$ cat src/rtl/dmem_arbiter.sv
// rtl/dmem_arbiter.sv - data-memory port arbiter between pipeline M-stage and secondary requester
module dmem_arbiter #(
  parameter int D_WIDTH  = 32,
  parameter int MEM_LAT  = 1,
  parameter int MAX_WAIT = 4
) (
  input  logic               clk,
  input  logic               rst,
  input  logic               m_req,
  input  logic               m_we,
  input  logic               m_adtp,
  input  logic [D_WIDTH-1:0] m_addr,
  input  logic [D_WIDTH-1:0] m_wdata,
  output logic [D_WIDTH-1:0] m_rdata,
  output logic               m_done,
  output logic               stall_o,
  input  logic               s_valid,
  output logic               s_ready,
  input  logic               s_we,
  input  logic               s_adtp,
  input  logic [D_WIDTH-1:0] s_addr,
  input  logic [D_WIDTH-1:0] s_wdata,
  output logic               s_rvalid,
  output logic [D_WIDTH-1:0] s_rdata,
  output logic               mem_we,
  output logic               mem_adtp,
  output logic [D_WIDTH-1:0] mem_a,
  output logic [D_WIDTH-1:0] mem_wd,
  input  logic [D_WIDTH-1:0] mem_rd
);

  localparam int LW = (MEM_LAT > 1) ? $clog2(MEM_LAT) : 1;
  localparam int WW = $clog2(MAX_WAIT + 1);
  localparam logic [LW-1:0] LAT_INIT = LW'(MEM_LAT - 1);
  localparam logic [WW-1:0] WAIT_MAX = WW'(MAX_WAIT);

  typedef enum logic [1:0] {IDLE, RD_M, RD_S} state_t;

  state_t             state_q, state_d;
  logic [LW-1:0]      lat_q, lat_d;
  logic [WW-1:0]      wait_q, wait_d;
  logic [D_WIDTH-1:0] s_addr_q, s_addr_d;
  logic               s_adtp_q, s_adtp_d;
  logic [D_WIDTH-1:0] m_rdata_q, m_rdata_d;
  logic [D_WIDTH-1:0] s_rdata_q, s_rdata_d;
  logic               starve;
  logic [WW-1:0]      wait_inc;

  // Secondary wins once it has been denied MAX_WAIT consecutive times
  always_comb begin
    starve   = (wait_q == WAIT_MAX);
    wait_inc = starve ? wait_q : wait_q + WW'(1);
  end

  // State, latency/wait counters, latched secondary read address and captured read data
  always_ff @(posedge clk or posedge rst) begin
    if (rst) begin
      state_q   <= IDLE;
      lat_q     <= '0;
      wait_q    <= '0;
      s_addr_q  <= '0;
      s_adtp_q  <= 1'b0;
      m_rdata_q <= '0;
      s_rdata_q <= '0;
    end else begin
      state_q   <= state_d;
      lat_q     <= lat_d;
      wait_q    <= wait_d;
      s_addr_q  <= s_addr_d;
      s_adtp_q  <= s_adtp_d;
      m_rdata_q <= m_rdata_d;
      s_rdata_q <= s_rdata_d;
    end
  end

  // Arbitration, read sequencing and memory-port muxing; everything forced quiet while rst is high
  always_comb begin
    state_d   = state_q;
    lat_d     = lat_q;
    wait_d    = wait_q;
    s_addr_d  = s_addr_q;
    s_adtp_d  = s_adtp_q;
    m_rdata_d = m_rdata_q;
    s_rdata_d = s_rdata_q;
    m_done    = 1'b0;
    s_ready   = 1'b0;
    s_rvalid  = 1'b0;
    mem_we    = 1'b0;
    mem_adtp  = 1'b0;
    mem_a     = '0;
    mem_wd    = '0;
    m_rdata   = rst ? '0 : m_rdata_q;
    s_rdata   = rst ? '0 : s_rdata_q;

    if (!rst) begin
      unique case (state_q)
        IDLE: begin
          if (s_valid && (starve || !m_req)) begin
            s_ready  = 1'b1;
            wait_d   = '0;
            mem_a    = s_addr;
            mem_wd   = s_wdata;
            mem_adtp = s_adtp;
            mem_we   = s_we;
            if (!s_we) begin
              state_d  = RD_S;
              lat_d    = LAT_INIT;
              s_addr_d = s_addr;
              s_adtp_d = s_adtp;
            end
          end else if (m_req) begin
            mem_a    = m_addr;
            mem_wd   = m_wdata;
            mem_adtp = m_adtp;
            mem_we   = m_we;
            if (s_valid) begin
              wait_d = wait_inc;
            end
            if (m_we) begin
              m_done = 1'b1;
            end else begin
              state_d = RD_M;
              lat_d   = LAT_INIT;
            end
          end
        end
        RD_M: begin
          mem_a    = m_addr;
          mem_adtp = m_adtp;
          if (s_valid) begin
            wait_d = wait_inc;
          end
          if (lat_q == '0) begin
            m_done    = 1'b1;
            m_rdata   = mem_rd;
            m_rdata_d = mem_rd;
            state_d   = IDLE;
          end else begin
            lat_d = lat_q - LW'(1);
          end
        end
        RD_S: begin
          mem_a    = s_addr_q;
          mem_adtp = s_adtp_q;
          if (lat_q == '0) begin
            s_rvalid  = 1'b1;
            s_rdata   = mem_rd;
            s_rdata_d = mem_rd;
            state_d   = IDLE;
          end else begin
            lat_d = lat_q - LW'(1);
          end
        end
        default: state_d = IDLE;
      endcase
    end
  end

  // Pipeline freezes whenever it has an access that is not completing this cycle
  always_comb begin
    stall_o = m_req && !m_done && !rst;
  end

endmodule

$ cat config.mk
export PLATFORM = sky130hd
export DESIGN_NAME = dmem_arbiter
export DESIGN_NICKNAME = d
export VERILOG_FILES = /design/src/rtl/dmem_arbiter.sv
export SDC_FILE = /design/constraint.sdc
export NUM_CORES = 1
export LEC_CHECK = 0
export CAP_MARGIN = 20
export CORE_UTILIZATION = 45
export DETAILED_ROUTE_END_ITERATION = 10
export GPL_ROUTABILITY_DRIVEN = 0
export PLACE_DENSITY = 0.86
export REMOVE_ABC_BUFFERS = 1
export SETUP_SLACK_MARGIN = 0.02
export SLEW_MARGIN = 20
export SYNTH_ARGS = -nofsm -noshare
export SYNTH_HDL_FRONTEND = slang
export SYNTH_SLANG_ARGS = --single-unit
export TNS_END_PERCENT = 100
$ cat constraint.sdc
create_clock -name clk -period 4.39 [get_ports clk]
set_input_delay 0.439 -clock clk [delete_from_list [all_inputs] [get_ports clk]]
set_output_delay 0.439 -clock clk [all_outputs]
set_load 0.01 [all_outputs]
==> impl_metrics.yaml <==
global_routing:
  grt.total_usage_pct: 28.0
  antenna_found_initial: 0
  grt_pass1_wl_um: 31700
  grtUsageMet1_pct: 38.2
  grt_pass1_vias: 5968
  grt.busiest_layer: "met2"
  use_met2_pct: 45.0
  grt_max_degree: 83
  use_met3_pct: 6.13
  globalRouteOverflowTotal: 0
setup_path:
  crit_end: "mem_a[2]"
  r2r_start: "wait_q[0]"
  cp.arrival_ns: 3.03
  crit_start: "wait_q[0]"
  reg2reg_setup_slack_ns: 2.03
  critPathRequiredTime_ns: 3.95
  endpoint_kind: "primary output"
  cp_max_fo: 58
  ff2ff_path_depth: 5
  r2r_end: "s_addr_q[28]"
  start_kind: "flip-flop"
  worstSetupPathType: "flip-flop to primary output"
synthesis:
  netlist_instances: 644
  ys_ff_latch: 102
  yosysUniqueCellTypes: 42
  netlist_area_um2: 6190
  synth_compound_area_share_pct: 19.3
  yosys.area_share.adder_pct: 0.404
  yosys.area_share.simple_pct: 14.3
  synth_warnings: 0
  synth-xor-area-share_pct: 0
  syn_avg_cell_area_um2: 9.62
  muxShareOfSynthArea_pct: 19.4
  synth_top_family_by_area: "multiplexers"
  yosysSeqAreaShare_pct: 41.2
final_layout:
  final_cell_area_um2: 9540
  layout_commonest_cell: "clkdlybuf4s50_1"
  fin_util_pct: 71.5
  layout-drive-gt1-share_pct: 8.94
  mostFrequentLayoutCells: "clkdlybuf4s50_1, dfrtp_1, nand3_1"
  fin_nets: 1071
  syn2layout_area_growth_pct: 54.1
  n_fill_cell: 1011
  diodes: 0
clock_tree:
  numClockSinks: 102
  clockBufferDepth: 2
  clk_pin_slew_ns: 0.07
  clk_latency_ns: 0.34
  tritoncts: "done"
  hold_buffers: 0
  numCtsBuffers: 9
  post-cts-setup-buffers: 0
  htreeDepth: 3
  cts_resized: 0
  cts-root-buf: "clkbuf_16"
pwr:
  clkPwrFrac_pct: 17.6
  leakage_nw: 3.82
  pwr-share-seq_pct: 38.0
  combPwrFrac_pct: 44.5
  p_switching_mw: 1.44
  internal-power_mw: 2.90
  swShare_pct: 33.2
  peakVddDrop_mv: 0.194
  powerDensity_nw_per_um2: 455
route:
  drc_errors: 0
  antenna_left: 0
  routed_via_density: 5.78
  first_iter_violations: 509
  vias: 6258
  drt_wl_total_um: 20200
  first_pass_iters: 5
  detail_route.wl_per_cell_um: 18.7
timing:
  final-hold-violation-count: 0
  finalSetupTns_ns: 0
  period_minus_slack_ns: 3.47
  worst_clock_skew_ns: 0.00865
  drv_slew: 0
  max_freq_mhz: 288
  rsz0062_at_grt: "no"
  setup_viol: 0
  relSlewSlack_pct: 47.7
  worstMarginPinSlew_ns: 0.785
  min_period_over_period_pct: 79.0
floorplanning:
  fp.dieArea_um2: 14200
  die_h_um: 119
  start_util_pct: 46.4
  boundaryPins: 302
  row_count: 42
  die_w_um: 119
  core_um2: 13300
flow_run:
  cap_violations: 0
outcome:
  outcome: "complete, no violations"
min_path:
  worstHoldPathType: "primary input to async pin"
placement:
  port_buffers: 301
  dpl_cell_area_um2: 9260
  dp_hpwl_um: 13900
## cell usage after synthesis, drive strengths merged
master / number / area (um^2)
dfrtp: 102 / 2550
nand3: 100 / 500
a21oi: 99 / 495
mux2: 97 / 1200
nand2: 72 / 270
clkbuf: 44 / 165
a32oi: 33 / 289
a22o: 32 / 280
buf: 26 / 149
inv: 5 / 18.8
a21boi: 4 / 33.8
a31oi: 3 / 18.8
nor2: 3 / 13.8
ha: 2 / 25.0
nand2b: 2 / 12.5
nand4b: 2 / 17.5
nor3: 2 / 21.3
a211o: 1 / 8.76
a21bo: 1 / 10.0
a21o: 1 / 7.51
and3: 1 / 6.26
nand4: 1 / 6.26
nor2b: 1 / 6.26
nor3b: 1 / 7.51
o211ai: 1 / 7.51
o21a: 1 / 7.51
o21ai: 1 / 5.00
o21ba: 1 / 10.0
o22ai: 1 / 6.26
o32ai: 1 / 8.76
o41ai: 1 / 8.76
or3b: 1 / 8.76
or4b: 1 / 13.8
## worst min path at each step
| stage | end | slack, ns | cells past startpoint |
|---|---|---|---|
| 2_1_floorplan | s_rdata_q[10] | 0.46 | 1 |
| 3_3_place_gp | s_rdata_q[25] | 0.47 | 1 |
| 3_5_place_dp | s_rdata_q[21] | 0.47 | 1 |
| 4_1_cts | s_addr_q[30] | 0.17 | 2 |
| 5_1_grt | s_addr_q[30] | 0.19 | 2 |
| 6_report | wait_q[0] | 0.17 | 2 |
## kinds of logic (layout without fill, tap and decap cells)
group	after synthesis	in the layout
mux	97	97
buf+inv	75	337
simple gates	187	187
fa+ha+maj	2	2
compound gates	181	181
flops	102	102
## power by group through the flow
stage / registers (mW) / logic (mW) / clock network (mW)
after floorplan: 1.57 / 1.06 / 0
after CTS: 1.64 / 1.94 / 0.774
after detailed placement: 1.64 / 1.93 / 0
after global placement: 1.63 / 1.89 / 0
final: 1.65 / 1.93 / 0.763
after global routing: 1.71 / 2.08 / 0.812
## final cells by class
type                    count  area [um^2]  share of cell area, %
flip-flops and latches    102         2550                   26.8
clock inverters             7         55.1                  0.577
clock buffers               9          225                   2.36
repair buffers            316         3140                   32.9
inverters                   5         21.3                  0.223
well taps                 176          220                   2.31
multi-input cells         467         3330                   34.9
## per-stage QoR
step                power, mW  hold slack, ns  cells  worst slack (ns)
detailed placement       3.58           0.475   1066              1.08
CTS                      4.35           0.165   1082             0.955
global route             4.60           0.189   1082             0.756
global placement         3.51           0.467   1066              1.14
finish                   4.34           0.170   1082             0.921
floorplan                2.63           0.458    574             0.870
## metal layers
layer,vias up,wire length (um)
li1,2902,-
met1,3035,8590
met2,302,9760
met3,19,1610
met4,0,250
met5,-,0
## sequential cells by signal, indices dropped and copies added (netlist names)
register and count:
wait_q 3, state_q 2, s_rdata_q 32, s_addr_q 32
m_rdata_q 32, s_adtp_q 1
## critical path: stages (launching register included)
cell and delay, ns:
dfrtp_1 0.40, inv_1 0.08, ha_1 0.33, a21bo_2 0.34, buf_4 0.55, nand3_1 0.15, a21oi_1 0.21, clkdlybuf4s50_1 0.58
(Power assumes the default switching activity.)
